$ cat src/rtl/landscape_hist_rmw_if.sv
// Bundle of the sample handshake, increment-stage, RAM and sweep-control
// signals of the histogram read-modify-write controller.
interface landscape_hist_rmw_if #(
    parameter int bit_addr     = 10,
    parameter int bit_addr_acc = 19
);
    // Sample handshake
    logic                    in_valid;
    logic                    in_ready;
    logic [bit_addr-1:0]     in_addr;

    // Increment stage
    logic [bit_addr_acc-1:0] acc_old;
    logic                    valid_de1;
    logic [bit_addr_acc-1:0] acc_new;

    // Histogram RAM
    logic [bit_addr-1:0]     ram_raddr;
    logic [bit_addr_acc-1:0] ram_rdata;
    logic [bit_addr-1:0]     ram_waddr;
    logic [bit_addr_acc-1:0] ram_wdata;
    logic                    ram_we;

    // Sweep control and status
    logic                    sweep_start;
    logic                    busy;
    logic                    sweep_done;
    logic [31:0]             sample_cnt;

    // Environment side: sample source, increment stage and RAM
    modport master (
        output in_valid, in_addr, acc_new, ram_rdata, sweep_start,
        input  in_ready, acc_old, valid_de1, ram_raddr, ram_waddr,
               ram_wdata, ram_we, busy, sweep_done, sample_cnt
    );

    // Controller side
    modport slave (
        input  in_valid, in_addr, acc_new, ram_rdata, sweep_start,
        output in_ready, acc_old, valid_de1, ram_raddr, ram_waddr,
               ram_wdata, ram_we, busy, sweep_done, sample_cnt
    );
endinterface

$ cat src/rtl/landscape_hist_rmw.sv
// Read-modify-write controller for the LandscapeSampling histogram.
// Issues the RAM read for each accepted bin, hands the current count to the
// increment stage at DE1 (forwarding in-flight values for repeated bins) and
// writes the incremented count back at DE2. A sweep mode zeroes every bin
// after draining the pipeline.
module landscape_hist_rmw #(
    parameter int bit_addr     = 10,
    parameter int bit_addr_acc = 19
) (
    input  logic                 clk,
    input  logic                 clr,
    landscape_hist_rmw_if.slave  bus
);

    typedef enum logic [1:0] {
        IDLE  = 2'd0,
        DRAIN = 2'd1,
        SWEEP = 2'd2
    } state_t;

    // Sweep counter is one bit wider so the terminal compare never wraps
    localparam logic [bit_addr:0] SC_LAST = {1'b0, {bit_addr{1'b1}}};

    state_t                  state;
    state_t                  state_nxt;

    logic                    in_ready_c;
    logic                    busy_c;
    logic                    sweep_done_c;
    logic                    sweep_run;
    logic                    accept;

    logic [bit_addr-1:0]     raddr_hold;
    logic [bit_addr-1:0]     raddr_c;

    logic                    vld_p1;
    logic [bit_addr-1:0]     addr_p1;
    logic                    vld_p2;
    logic [bit_addr-1:0]     addr_p2;

    logic                    wq_v;
    logic [bit_addr-1:0]     wq_a;
    logic [bit_addr_acc-1:0] wq_data;

    logic                    we_c;
    logic [bit_addr-1:0]     waddr_c;
    logic [bit_addr_acc-1:0] wdata_c;
    logic [bit_addr_acc-1:0] acc_old_c;

    logic [bit_addr:0]       sc;
    logic [31:0]             sample_cnt_q;

    // Newest in-flight value wins: DE2 result, then last cycle's write, then RAM
    function automatic logic [bit_addr_acc-1:0] fwd_select(
        input logic                    de2_hit,
        input logic [bit_addr_acc-1:0] de2_val,
        input logic                    wq_hit,
        input logic [bit_addr_acc-1:0] wq_val,
        input logic [bit_addr_acc-1:0] ram_val
    );
        if (de2_hit)
            return de2_val;
        else if (wq_hit)
            return wq_val;
        else
            return ram_val;
    endfunction

    // FSM state register
    always_ff @(posedge clk or posedge clr) begin
        if (clr)
            state <= IDLE;
        else
            state <= state_nxt;
    end

    // FSM next state and mode outputs; a sweep_start cycle never accepts a sample
    always_comb begin
        state_nxt    = state;
        in_ready_c   = 1'b0;
        busy_c       = 1'b0;
        sweep_done_c = 1'b0;
        sweep_run    = 1'b0;
        case (state)
            IDLE: begin
                in_ready_c = ~bus.sweep_start;
                if (bus.sweep_start)
                    state_nxt = DRAIN;
            end
            DRAIN: begin
                busy_c = 1'b1;
                if (!vld_p1 && !vld_p2)
                    state_nxt = SWEEP;
            end
            SWEEP: begin
                busy_c    = 1'b1;
                sweep_run = 1'b1;
                if (sc == SC_LAST) begin
                    sweep_done_c = 1'b1;
                    state_nxt    = IDLE;
                end
            end
            default: state_nxt = IDLE;
        endcase
    end

    // ---- S0: accept the sample and issue the RAM read ----
    always_comb begin
        accept  = bus.in_valid & in_ready_c;
        raddr_c = accept ? bus.in_addr : raddr_hold;
    end

    // Read address holds its last value while nothing is accepted
    always_ff @(posedge clk or posedge clr) begin
        if (clr)
            raddr_hold <= '0;
        else
            raddr_hold <= raddr_c;
    end

    // ---- DE1 / DE2: pipeline valid and bin address ----
    always_ff @(posedge clk or posedge clr) begin
        if (clr) begin
            vld_p1  <= 1'b0;
            addr_p1 <= '0;
            vld_p2  <= 1'b0;
            addr_p2 <= '0;
        end else begin
            vld_p1  <= accept;
            if (accept)
                addr_p1 <= bus.in_addr;
            vld_p2  <= vld_p1;
            addr_p2 <= addr_p1;
        end
    end

    // DE1 forwarding mux covering the RAM's old-data read-during-write behaviour
    always_comb begin
        acc_old_c = fwd_select(vld_p2 && (addr_p2 == addr_p1), bus.acc_new,
                               wq_v && (wq_a == addr_p1), wq_data,
                               bus.ram_rdata);
    end

    // ---- DE2: write port, shared between sample writes and the zero sweep ----
    always_comb begin
        we_c    = vld_p2 | sweep_run;
        waddr_c = sweep_run ? sc[bit_addr-1:0] : addr_p2;
        wdata_c = sweep_run ? '0 : bus.acc_new;
    end

    // Write queue: last cycle's write, for the read that missed it
    always_ff @(posedge clk or posedge clr) begin
        if (clr) begin
            wq_v    <= 1'b0;
            wq_a    <= '0;
            wq_data <= '0;
        end else begin
            wq_v    <= we_c & ~sweep_done_c;
            wq_a    <= waddr_c;
            wq_data <= wdata_c;
        end
    end

    // Sweep counter walks every bin once, then rearms at zero
    always_ff @(posedge clk or posedge clr) begin
        if (clr)
            sc <= '0;
        else if (sweep_done_c)
            sc <= '0;
        else if (sweep_run)
            sc <= sc + 1'b1;
    end

    // Accepted-sample counter, cleared when the histogram is cleared
    always_ff @(posedge clk or posedge clr) begin
        if (clr)
            sample_cnt_q <= '0;
        else if (sweep_done_c)
            sample_cnt_q <= '0;
        else if (accept)
            sample_cnt_q <= sample_cnt_q + 32'd1;
    end

    // Drive the interface outputs
    always_comb begin
        bus.in_ready   = in_ready_c;
        bus.ram_raddr  = raddr_c;
        bus.valid_de1  = vld_p1;
        bus.acc_old    = acc_old_c;
        bus.ram_we     = we_c;
        bus.ram_waddr  = waddr_c;
        bus.ram_wdata  = wdata_c;
        bus.busy       = busy_c;
        bus.sweep_done = sweep_done_c;
        bus.sample_cnt = sample_cnt_q;
    end

endmodule

$ cat src/flat_wrapper.sv
// flat-port wrapper written by rule: the top's interface ports become plain ports
module landscape_hist_rmw_flat 
#(
    parameter int bit_addr     = 10,
    parameter int bit_addr_acc = 19
)
  (clk, clr, bus_in_valid, bus_in_addr, bus_acc_new, bus_ram_rdata, bus_sweep_start, bus_in_ready, bus_acc_old, bus_valid_de1, bus_ram_raddr, bus_ram_waddr, bus_ram_wdata, bus_ram_we, bus_busy, bus_sweep_done, bus_sample_cnt);
  landscape_hist_rmw_if #(.bit_addr(bit_addr), .bit_addr_acc(bit_addr_acc)) bus_i ();
  input  logic clk;
  input  logic clr;
  input wire logic [$bits(bus_i.in_valid)-1:0] bus_in_valid;
  input wire logic [$bits(bus_i.in_addr)-1:0] bus_in_addr;
  input wire logic [$bits(bus_i.acc_new)-1:0] bus_acc_new;
  input wire logic [$bits(bus_i.ram_rdata)-1:0] bus_ram_rdata;
  input wire logic [$bits(bus_i.sweep_start)-1:0] bus_sweep_start;
  output wire logic [$bits(bus_i.in_ready)-1:0] bus_in_ready;
  output wire logic [$bits(bus_i.acc_old)-1:0] bus_acc_old;
  output wire logic [$bits(bus_i.valid_de1)-1:0] bus_valid_de1;
  output wire logic [$bits(bus_i.ram_raddr)-1:0] bus_ram_raddr;
  output wire logic [$bits(bus_i.ram_waddr)-1:0] bus_ram_waddr;
  output wire logic [$bits(bus_i.ram_wdata)-1:0] bus_ram_wdata;
  output wire logic [$bits(bus_i.ram_we)-1:0] bus_ram_we;
  output wire logic [$bits(bus_i.busy)-1:0] bus_busy;
  output wire logic [$bits(bus_i.sweep_done)-1:0] bus_sweep_done;
  output wire logic [$bits(bus_i.sample_cnt)-1:0] bus_sample_cnt;
  assign bus_i.in_valid = bus_in_valid;
  assign bus_i.in_addr = bus_in_addr;
  assign bus_i.acc_new = bus_acc_new;
  assign bus_i.ram_rdata = bus_ram_rdata;
  assign bus_i.sweep_start = bus_sweep_start;
  assign bus_in_ready = bus_i.in_ready;
  assign bus_acc_old = bus_i.acc_old;
  assign bus_valid_de1 = bus_i.valid_de1;
  assign bus_ram_raddr = bus_i.ram_raddr;
  assign bus_ram_waddr = bus_i.ram_waddr;
  assign bus_ram_wdata = bus_i.ram_wdata;
  assign bus_ram_we = bus_i.ram_we;
  assign bus_busy = bus_i.busy;
  assign bus_sweep_done = bus_i.sweep_done;
  assign bus_sample_cnt = bus_i.sample_cnt;
  landscape_hist_rmw #(.bit_addr(bit_addr), .bit_addr_acc(bit_addr_acc)) u_core (.clk(clk), .clr(clr), .bus(bus_i));
endmodule
$ cat config.mk
export PLATFORM = sky130hd
export DESIGN_NAME = landscape_hist_rmw_flat
export DESIGN_NICKNAME = d
export VERILOG_FILES = /design/src/rtl/landscape_hist_rmw_if.sv /design/src/rtl/landscape_hist_rmw.sv /design/src/flat_wrapper.sv
export SDC_FILE = /design/constraint.sdc
export NUM_CORES = 1
export LEC_CHECK = 0
export ABC_AREA = 1
export BUFFER_PORTS_ARGS = -buffer_cell sky130_fd_sc_hd__buf_2
export CAP_MARGIN = 20
export CORE_MARGIN = 5
export CORE_UTILIZATION = 53
export CTS_CLUSTER_DIAMETER = 200
export DETAILED_ROUTE_END_ITERATION = 10
export PLACE_DENSITY = 0.82
export SYNTH_ARGS = -nofsm -noshare
export SYNTH_HDL_FRONTEND = slang
export SYNTH_SLANG_ARGS = --single-unit
$ cat constraint.sdc
create_clock -name clk -period 5.1 [get_ports clk]
set_input_delay 0.255 -clock clk [delete_from_list [all_inputs] [get_ports clk]]
set_output_delay 0.255 -clock clk [all_outputs]
set_load 0.01 [all_outputs]
Word-level counts from Yosys, hierarchy flattened
Index checks and enable logic that the tools add are counted.
Operators by class
  mux-type cells: 18
  shift operators: 0
  reduce and logical (&&, ||, !) cells: 10
  eq/ne operators: 8
  divide/modulo/power cells: 0
  bitwise gates (word level): 5
  order comparisons: 0
  multipliers: 0
  add/subtract/negate cells: 2
Operator list (count)
  32-bit 2-to-1 mux: 2
  19-bit 2-to-1 mux: 3
  32-bit by 1-bit adder with 32-bit output (second input constant): 1
  11-bit 2-to-1 mux: 2
  10-bit equality test: 2
  10-bit 2-to-1 mux: 2
  11-bit by 1-bit adder with 11-bit output (second input constant): 1
  11-bit by 10-bit equality test with 1-bit output (second input constant): 1
  2-bit 2-to-1 mux: 3
  2-bit case mux with 3 select lines: 1
  1-bit 2-to-1 mux: 5
  2-bit by 1-bit inequality test with 1-bit output (second input constant): 2
  2-bit nonzero test: 2
  1-bit logical AND: 3
  3-bit AND reduction: 1
  1-bit AND: 2
  2-bit by 1-bit equality test with 1-bit output (second input constant): 1
  2-bit equality test (second input constant): 1
  1-bit zero test: 2
  2-bit zero test: 1
  2-bit inequality test (second input constant): 1
  1-bit NOT: 2
  2-bit OR reduction: 1
  1-bit bitwise OR: 1
Storage, ports and cells
  logic and storage cells: 54
  input bits: 52
  memories kept: 0
  memory bits (read-only): 0
  bits in latches: 0
  output and inout port bits: 95
  register bits: 107
  memory bits (writable): 0

Logic depth before layout (Yosys ltp)
  word-level depth: 5
  gate-level depth with buffers: 11
  mapped depth without buffers: 10

Worst setup path before layout
Ideal clock, no wire load.
  path type: register to output
  from: register u_core.state[0]
  to: output port bus_ram_raddr[0]
  path slack: 3.423 ns
  buffers on the path: 2
  arrival time: 1.422 ns
  required time: 4.845 ns
  cell stages (with the launch flop): 9
  cell sequence: dfrtp_1 > inv_1 > ha_1 > nand2_1 > nor2_4 > buf_4 > buf_2 > nand2_1 > nand2_1
Between the ends
  cells in the longest elaborated chain, start to end: 4
RTL lines
  from (decl): RTL line landscape_hist_rmw.sv:24  | state_t state;
  from (signal assigned): RTL line landscape_hist_rmw.sv:74  | state <= state_nxt;
  2-bit zero test: RTL line landscape_hist_rmw.sv:84  | case (state)
  1-bit 2-to-1 mux: RTL line landscape_hist_rmw.sv:84
  1-bit AND: RTL line landscape_hist_rmw.sv:109  | accept = bus.in_valid & in_ready_c;
  10-bit 2-to-1 mux: RTL line landscape_hist_rmw.sv:110  | raddr_c = accept ? bus.in_addr : raddr_hold;
  to (decl): RTL line flat_wrapper.sv:19  | output wire logic [$bits(bus_i.ram_raddr)-1:0] bus_ram_raddr;
Every way passes these cells.

Final worst setup path
  from: register u_core.state[0]
  to: output port bus_ram_raddr[9]
Same word-level chain as after synthesis.

==> metrics.log <==
INFO  metric cts-resized-gates = 0
INFO  metric i_o_pin_count = ~150
INFO  metric timing.reg2reg.setup_slack = between 2000 and 3000 ps
INFO  metric ys_dominant_reg_cell = sky130_fd_sc_hd__dfrtp_1
INFO  metric synth-compound-area-share = between 5 and 6%
INFO  metric totalNegativeSetupSlack = 0 ps
INFO  metric totalWireLength = between 10000 and 15000 µm
INFO  metric unrepaired_setup_endpoints_after_global_routing = false
INFO  metric die_width = roughly 110 µm
INFO  metric endpoint_kind = output pin
INFO  metric cts.repair_timing.setup_buffer_count = 0
INFO  metric syn-mean-instance-area = between 7 and 8 µm²
INFO  metric holdBufCountCts = 0
INFO  metric timing.rr.start = u_core.state[0]
INFO  metric design.die.area = around 0.013 mm²
INFO  metric share_of_flip_flops_with_an_asynchronous_set_or_reset_after_synthesis = between 90% and 100%
INFO  metric largest_family_of_logic_cells_by_synthesized_area = simple AND/OR/NAND/NOR gates
INFO  metric synth-edff-count = 0
INFO  metric grt_overflow = 0
INFO  metric critical_path.reg2reg.endpoint = u_core.bus.sample_cnt[9]
INFO  metric max_slew_margin = around 44%
INFO  metric vdd_ir_drop_max = about 0.27 mV
INFO  metric nNetsFinal = between 900 and 1000
INFO  metric power-per-cell-area = roughly 410 mW/mm²
INFO  metric vias_in_the_first_global_route = ~5000
INFO  metric synth_nets = just over 800
INFO  metric row_count = 38
INFO  metric cellInternalPower = between 1.5 and 2 mW
INFO  metric hold_class = in -> async
INFO  metric leakagePower = approximately 3.8 nW
INFO  metric cts_num_sinks = roughly 110
INFO  metric seq_power_share = about 45%
INFO  metric critical_path.max_fanout = 36
INFO  metric p_total = between 2 and 3 mW
INFO  metric firstDrtPassIters = 4
INFO  metric antenna_found_initial = 0
INFO  metric timing.fmax = 360 MHz
INFO  metric outcome = completed
INFO  metric detail_route.wl_per_cell = ~13 µm
INFO  metric die_height = 115 µm
INFO  metric synth-adder-area-share = roughly 1.3%
INFO  metric netlist.top_cell.by_area = sky130_fd_sc_hd__dfrtp_1
INFO  metric cts_inserted_buffers = 9
INFO  metric synth_mux_area_share = less than 1%
INFO  metric grtUsageTotal = a little over a fifth
INFO  metric synth_area_leaders = sky130_fd_sc_hd__dfrtp_1, sky130_fd_sc_hd__nand2_1, sky130_fd_sc_hd__inv_1, sky130_fd_sc_hd__nand3_1, sky130_fd_sc_hd__nor2_1
INFO  metric worst-slew-pin-transition = between 800 and 900 ps
INFO  metric worst_clock_skew = slightly above 20 ps
INFO  metric hpwl = a little over 10000 µm
INFO  metric syn-instance-count = between 700 and 800
INFO  metric detail_route.drc_violations = 0
INFO  metric swShare = roughly 40%
INFO  metric post_synth_xor_area_fraction = roughly 1.5%
INFO  metric synth.top_cell.area_share = 46.2%
INFO  metric crit_start = u_core.state[0]
INFO  metric port-buffer-count = 146
INFO  metric post_synth_num_cell_types = 40
INFO  metric pwr-share-clk = between 10% and 20%
INFO  metric syn2layout_area_growth = 16.4%
INFO  metric share_comb_of_total_power = around two fifths
INFO  metric grt_pass1_wl = ~23000 µm
INFO  metric drive_above_1_share = about a quarter
INFO  metric yosys.area_share.simple = ~34%
INFO  metric multi_input_combinational_cell_area = about 0.0024 mm²
INFO  metric cts.path.max_buffers = 2
INFO  metric final_antenna_net_count = 0
INFO  metric synth_sequential_area_ratio = 46.2%
INFO  metric drt_iter0_drc = between 200 and 250
INFO  metric initial_core_util = 53.7%
INFO  metric clock_insertion_delay_worst_skew = ~360 ps
INFO  metric grt_start_max_net_pins = 72
INFO  metric worstPathRequired = 4850 ps
INFO  metric yosysWarnings = 0
INFO  metric maxCapViolations = 0
INFO  metric finalWorstPathRequiredPeriod = 2780 ps
INFO  metric timing.final.setup_violations = 0
INFO  metric tritoncts = done
INFO  metric final.fill_count = around 1000
INFO  metric slew_viol_final = 0
INFO  metric route.vias.total = 5091
INFO  metric ff2ff_path_depth = 9
INFO  metric post_synthesis_sequential_element_count = ~110
INFO  metric via_per_inst = approximately 4.9
INFO  metric net_switching_power = ~1.1 mW
INFO  metric final.period_utilization = 54.5%
INFO  metric register_area = 0.00268 mm²
INFO  metric crit_arrival = between 2000 and 3000 ps
INFO  metric synth.cell_area = around 0.0058 mm²
INFO  metric cts.clk_slew.worst_paths = around 110 ps
INFO  metric criticalPathCategory = reg -> out
INFO  metric crit_path_start_kind = flip-flop
INFO  metric antenna-diode-count = 0
INFO  metric h_tree_depth_reported_by_cts = 3
INFO  metric finalWeightedCongestion = 0.868
INFO  metric root_buffer = sky130_fd_sc_hd__clkbuf_8
INFO  metric floorplan.core_area = about 0.011 mm²
INFO  metric final_hold_viol_count = 0
-- power by group through the flow --
| stage | logic, mW | clock network (mW) | registers (mW) |
|---|---|---|---|
| floorplan | 0.741 | 0 | 1.23 |
| global placement | 1.04 | 0 | 1.25 |
| detailed placement | 1.06 | 0 | 1.26 |
| CTS | 1.06 | 0.489 | 1.24 |
| global route | 1.20 | 0.525 | 1.28 |
| finish | 1.07 | 0.479 | 1.25 |
-- worst max-delay path by stage --
stage,end,depth (start not counted),slack [ps]
after floorplan,u_core.addr_p1[0],1,2030
after global placement,bus_acc_old[9],9,2570
after detailed placement,bus_acc_old[4],9,2530
after CTS,bus_acc_old[4],9,2130
after global routing,bus_ram_raddr[6],8,2080
final,bus_ram_raddr[9],8,2320
-- cell families after synthesis --
group	count (synthesis)
AND/OR/NAND/NOR	417
flip-flops	107
multiplexers	1
buffers and inverters	157
XOR/XNOR	10
adder cells (fa/ha/maj)	6
AO/OA/AOI/OAI	58
-- cell usage after synthesis, drive strengths merged, types with 2 or more instances --
cell type / n
a21oi: 17
a31oi: 2
buf: 15
clkbuf: 5
dfrtp: 107
ha: 6
inv: 137
nand2: 207
nand3: 82
nand4: 9
nor2: 102
nor3: 10
nor3b: 4
o21ai: 35
xnor2: 2
xor2: 8
-- cells in the final DEF (no fill, tap or decap), types with 2 or more instances in the layout --
| master | instances |
|---|---|
| sky130_fd_sc_hd__a31oi_1 | 2 |
| sky130_fd_sc_hd__nor3_1 | 7 |
| sky130_fd_sc_hd__inv_1 | 122 |
| sky130_fd_sc_hd__clkinv_2 | 2 |
| sky130_fd_sc_hd__nand2_1 | 195 |
| sky130_fd_sc_hd__nand2_2 | 9 |
| sky130_fd_sc_hd__nor3_2 | 2 |
| sky130_fd_sc_hd__buf_4 | 3 |
| sky130_fd_sc_hd__ha_1 | 6 |
| sky130_fd_sc_hd__nor3b_1 | 2 |
| sky130_fd_sc_hd__xnor2_1 | 2 |
| sky130_fd_sc_hd__inv_6 | 2 |
| sky130_fd_sc_hd__o21ai_1 | 8 |
| sky130_fd_sc_hd__nand3_2 | 13 |
| sky130_fd_sc_hd__buf_2 | 146 |
| sky130_fd_sc_hd__nand3_1 | 69 |
| sky130_fd_sc_hd__o21ai_0 | 26 |
| sky130_fd_sc_hd__clkbuf_8 | 10 |
| sky130_fd_sc_hd__a21oi_1 | 17 |
| sky130_fd_sc_hd__nor2_4 | 8 |
| sky130_fd_sc_hd__nor2_1 | 86 |
| sky130_fd_sc_hd__dfrtp_1 | 107 |
| sky130_fd_sc_hd__nand4_1 | 9 |
| sky130_fd_sc_hd__inv_2 | 14 |
| sky130_fd_sc_hd__nor2_2 | 8 |
| sky130_fd_sc_hd__nand2_4 | 3 |
| sky130_fd_sc_hd__xor2_1 | 8 |
-- layout make-up --
type / instances / area share [%]
multi-input cells: 492 / 36.1
well taps: 140 / 2.60
repair buffers: 150 / 11.4
inverters: 137 / 7.66
flip-flops and latches: 107 / 39.7
clock buffers: 10 / 2.04
clock inverters: 5 / 0.538
-- flip-flops by register name, indices dropped and copies added (netlist names) --
signal,flops
u_core.bus.sample_cnt,32
u_core.addr_p1,10
u_core.state,2
u_core.vld_p2,1
u_core.wq_v,1
u_core.raddr_hold,10
u_core.sc,11
u_core.wq_data,19
u_core.wq_a,10
u_core.addr_p2,10
u_core.bus.valid_de1,1
-- per-stage QoR --
stage / std cells / utilization (%) / hold WS, ps / worst slack, ps / cell area, µm²
floorplan: 756 / - / 393 / 2030 / 5790
detailed placement: 1025 / 60.7 / 372 / 2530 / 6560
global placement: 1025 / 60.7 / 367 / 2570 / 6560
global route: 1041 / 62.5 / 109 / 2080 / 6740
finish: 1041 / 62.5 / 57.2 / 2320 / 6740
CTS: 1040 / 62.3 / 96.9 / 2130 / 6730
-- routing by layer --
metal	track usage (%)	wire (µm)	up-vias
met5	0	0	-
met4	6.41	121	0
met3	3.59	934	10
met2	35.5	6590	138
met1	29.2	6070	2331
li1	-	-	2612
-- worst max-delay path, cell delays in order (launching register included) --
cell	delay [ps]
sky130_fd_sc_hd__dfrtp_1	390
sky130_fd_sc_hd__inv_1	120
sky130_fd_sc_hd__ha_1	160
sky130_fd_sc_hd__nand2_1	110
sky130_fd_sc_hd__nor2_4	640
sky130_fd_sc_hd__inv_2	350
sky130_fd_sc_hd__nand2_1	140
sky130_fd_sc_hd__nand2_1	100
sky130_fd_sc_hd__buf_2	150
Note: power is estimated with default switching activity, not from simulation.
